===== src/rtl/iccm_readback.sv =====
// Dumps ICCM words to the UART transmitter, LSB byte first, from address 0 until the
// END_WORD terminator (or the last address) has been sent.
//
// state  | meaning
// IDLE   | waiting for start_i
// REQ    | one-cycle ICCM read request at addr_o
// WAIT   | waiting for rvalid_i, then latch the word
// SEND   | tx_dv_o pulse with the current byte
// WAITTX | waiting for tx_done_i from the UART
// DONE   | one-cycle done_o pulse
module iccm_readback #(
  parameter int unsigned ADDR_W   = 14,
  parameter logic [31:0] END_WORD = 32'h00000FFF
) (
  input  logic              clk_i,
  input  logic              rst_ni,
  input  logic              start_i,
  output logic              req_o,
  output logic [ADDR_W-1:0] addr_o,
  input  logic              rvalid_i,
  input  logic [31:0]       rdata_i,
  output logic              tx_dv_o,
  output logic [7:0]        tx_byte_o,
  input  logic              tx_done_i,
  output logic              busy_o,
  output logic              done_o,
  output logic [ADDR_W:0]   words_o
);

  typedef enum logic [2:0] {
    IDLE   = 3'd0,
    REQ    = 3'd1,
    WAIT   = 3'd2,
    SEND   = 3'd3,
    WAITTX = 3'd4,
    DONE   = 3'd5
  } state_e;

  localparam logic [ADDR_W-1:0] LAST_ADDR = '1;

  state_e      state_q;
  logic [31:0] word_q;
  logic [1:0]  byte_idx_q;
  logic [1:0]  next_idx;

  assign next_idx = byte_idx_q + 2'd1;

  always_ff @(posedge clk_i or negedge rst_ni) begin
    if (!rst_ni) begin
      state_q    <= IDLE;
      word_q     <= '0;
      byte_idx_q <= '0;
      req_o      <= 1'b0;
      addr_o     <= '0;
      tx_dv_o    <= 1'b0;
      tx_byte_o  <= '0;
      busy_o     <= 1'b0;
      done_o     <= 1'b0;
      words_o    <= '0;
    end else begin
      req_o   <= 1'b0;
      tx_dv_o <= 1'b0;
      done_o  <= 1'b0;
      case (state_q)
        IDLE: begin
          if (start_i) begin
            state_q    <= REQ;
            req_o      <= 1'b1;
            busy_o     <= 1'b1;
            addr_o     <= '0;
            words_o    <= '0;
            byte_idx_q <= '0;
          end
        end
        REQ: state_q <= WAIT;
        WAIT: begin
          if (rvalid_i) begin
            word_q     <= rdata_i;
            byte_idx_q <= '0;
            tx_byte_o  <= rdata_i[7:0];
            tx_dv_o    <= 1'b1;
            state_q    <= SEND;
          end
        end
        SEND: state_q <= WAITTX;
        WAITTX: begin
          if (tx_done_i) begin
            if (byte_idx_q != 2'd3) begin
              byte_idx_q <= next_idx;
              tx_byte_o  <= word_q[{next_idx, 3'b000} +: 8];
              tx_dv_o    <= 1'b1;
              state_q    <= SEND;
            end else begin
              words_o <= words_o + 1'b1;
              // Stop on the terminator or at the top of the address space; never wrap.
              if (word_q == END_WORD || addr_o == LAST_ADDR) begin
                done_o  <= 1'b1;
                state_q <= DONE;
              end else begin
                addr_o  <= addr_o + 1'b1;
                req_o   <= 1'b1;
                state_q <= REQ;
              end
            end
          end
        end
        DONE: begin
          busy_o  <= 1'b0;
          state_q <= IDLE;
        end
        default: state_q <= IDLE;
      endcase
    end
  end

endmodule

===== config.mk =====
export PLATFORM = sky130hd
export DESIGN_NAME = iccm_readback
export DESIGN_NICKNAME = d
export VERILOG_FILES = /design/src/rtl/iccm_readback.sv
export SDC_FILE = /design/constraint.sdc
export NUM_CORES = 1
export LEC_CHECK = 0
export BUFFER_PORTS_ARGS = -buffer_cell sky130_fd_sc_hd__buf_2
export CAP_MARGIN = 10
export CORE_UTILIZATION = 55
export DETAILED_ROUTE_END_ITERATION = 8
export PLACE_DENSITY = 0.88
export SKIP_CTS_REPAIR_TIMING = 1
export SYNTH_ARGS = -nofsm -noshare
export SYNTH_HDL_FRONTEND = slang
export SYNTH_SLANG_ARGS = --single-unit

===== constraint.sdc =====
create_clock -name clk_i -period 4.5 [get_ports clk_i]
set_input_delay 0.45 -clock clk_i [delete_from_list [all_inputs] [get_ports clk_i]]
set_output_delay 0.45 -clock clk_i [all_outputs]
set_load 0.1 [all_outputs]

==> impl_metrics.toml <==
[logic_synthesis]
ys.flop_type = "dfrtp_1"
syn_inst = 328
synth_cell_types = 57
ys_async_sr_fraction_pct = 100
syn_nets = 368
yosys_register_bits = 78
syn_avg_cell_area_um2 = 11.9
netlist_area_mm2 = 0.00391
yosys_warnings = 0
yosys-top-cells-area = "dfrtp_1 50%, mux2_2 9.2%, mux4_2 4.6%"
synth.top_cell.area_share_pct = 50.0
synth_edf_count = 0
synth_most_common_cell = "dfrtp_1"
synthTopCellsByCount = "78 x dfrtp_1, 32 x mux2_2, 29 x nand2_1"
seq_area_frac_synth_pct = 50.0
yosys.area.top_type = "dfrtp_1"

[floorplanning]
start_util_pct = 57.2
core_area_mm2 = 0.00683
dieArea_mm2 = 0.00744
num_rows = 30
die_h_um = 86.3
die_x_um = 86.3
ios = 78

[worst_setup_path]
r2r-end = "words_o[14]$_DFFE_PN0P_"
r2r_slack_ps = 2300
end_kind = "register"
cp_max_fo = 11
cp-start-kind = "register"
timing.rr.start = "byte_idx_q[0]$_DFFE_PN0P_"
critical_path_class = "reg2reg"
r2r_cells = 6
cp_data_arrival_time_ps = 2410
worstPathRequired_ps = 4710

[route]
drt-initial-drc-count = 212
vias = 2931
viasPerCell = 5.82
wirelength_um = 8140
drc = 0
dr.pass1.iters = 4
ant_nets = 0
drt-wirelength-per-cell_um = 16.1

[timing]
fmax_ghz = 0.455
period_share_pct = 48.8
tightest_slew_ps = 966
setup_viol = 0
slew_headroom_pct = 35.6
finalSetupTns_ps = 0
finalCriticalPeriod_ps = 2200
hold_viol = 0
fin_skew_ps = 7.10
hold_ws_ps = 236
rsz0062_at_grt = "false"
drv_slew = 0

[final_layout]
regArea_mm2 = 0.00195
finish.utilization_pct = 66.8
drive_gt1_share_pct = 38.0
antenna_cells = 0
nFillCells = 550
area_growth_pct = 16.8
nets = 443
multi_input_area_mm2 = 0.00184

[power_and_ir_drop]
vdd.ir_drop.worst_mv = 0.420
leakage_nw = 2.08
p_per_area_mw_per_mm2 = 597

[outcome]
outcome = "finished, final reports clean"

[clocking]
cts_buffers = 9
cts_tree = "built"
clock-sinks = 78
h-tree-depth = 3
clkTransAtPathRegs_ps = 80
clock_path_buffers = 2
cts_root_buf = "clkbuf_8"
insertion_delay_ps = 350

[flow_run]
cap_violations = 0

[grt]
antenna_found_initial = 0
grt_max_degree = 79
grt_pass1_vias = 2854
grt_util_all_layers_pct = 23.8
grt_pass1_wl_um = 13600
grt_overflow = 0

[placement]
io_buffers = 77
hpwl_um = 5680
gp_congestion = 0.774

[min_path]
hold_path_class = "in2async"
-- how the worst max path moves through the flow --
stage                                    to                      start  cells past startpoint
floorplan             addr_o[1]$_DFFE_PN0P_      addr_o[0]$_DFFE_PN0P_                      6
CTS                 words_o[14]$_DFFE_PN0P_  byte_idx_q[0]$_DFFE_PN0P_                      6
global placement    words_o[14]$_DFFE_PN0P_  byte_idx_q[0]$_DFFE_PN0P_                      6
finish              words_o[14]$_DFFE_PN0P_  byte_idx_q[0]$_DFFE_PN0P_                      6
detailed placement  words_o[14]$_DFFE_PN0P_  byte_idx_q[0]$_DFFE_PN0P_                      6
global route        words_o[14]$_DFFE_PN0P_  byte_idx_q[0]$_DFFE_PN0P_                      6
-- sequential cells by signal, summed over array words and instances, names as in the netlist, 2 cells and up --
register and count:
word_q 32, words_o 15, addr_o 14, tx_byte_o 8, state_q 3, byte_idx_q 2
-- metrics by stage --
step | instances | setup slack (ps) | instance area, um^2 | power (mW)
after floorplan | 328 | 1960 | 3910 | 1.96
after global placement | 488 | 2420 | 4350 | 2.12
after detailed placement | 488 | 2310 | 4350 | 2.17
after CTS | 504 | 2280 | 4560 | 2.74
after global routing | 504 | 2100 | 4560 | 2.86
final | 504 | 2300 | 4560 | 2.72
-- routing by layer --
| metal | track usage, % | vias to the layer above | wire length, um |
|---|---|---|---|
| met5 | 0 | - | 0 |
| li1 | - | 1366 | - |
| met3 | 5.71 | 14 | 446 |
| met1 | 32.0 | 1452 | 3610 |
| met4 | 8.18 | 0 | 104 |
| met2 | 38.2 | 99 | 3980 |
-- report_power, final --
group          leakage (nW)  internal, mW  switching (mW)  total (mW)
Clock                 0.106         0.312           0.260       0.572
Sequential             1.00         0.913           0.205        1.12
Combinational         0.975         0.414           0.620        1.03
-- layout by cell type, fill, tap and decap left out, types with 8 or more instances in the layout --
cell	netlist	layout
mux2i_1	9	9
dfrtp_1	78	78
mux4_2	8	8
nand2_1	29	29
buf_2	9	76
o21ai_0	18	18
clkbuf_8	0	9
inv_1	9	9
nor2_1	17	17
mux2_2	32	32
and3_1	8	8
a31oi_1	9	9
-- cells by family (layout without fill, tap and decap cells) --
logic type                 Yosys count  after routing  synth area share (%)
and+or+nand+nor                    101            101                  15.1
adders and majority gates            3              3                 0.961
buffers and inverters               24            104                  3.07
xor gates and xnor gates            11             11                  2.47
muxes                               49             49                  16.1
AOI/OAI and AO/OA                   62             62                  12.3
DFF                                 78             78                  50.0
-- layout make-up --
class,instances,area share (%)
Tap cell,96,2.63
Clock buffer,10,2.80
Timing Repair Buffer,79,8.83
Clock inverter,6,1.89
Sequential cell,78,42.8
Inverter,9,0.740
Multi-Input combinational cell,226,40.3
-- worst max-delay path, stage by stage, from the launching register on --
cell	delay, ps
dfrtp_1	720
ha_1	320
and3_1	260
o2111ai_2	210
nor4_1	310
xnor2_1	170
nor2_1	60
Power figures use the tool's default switching activity.
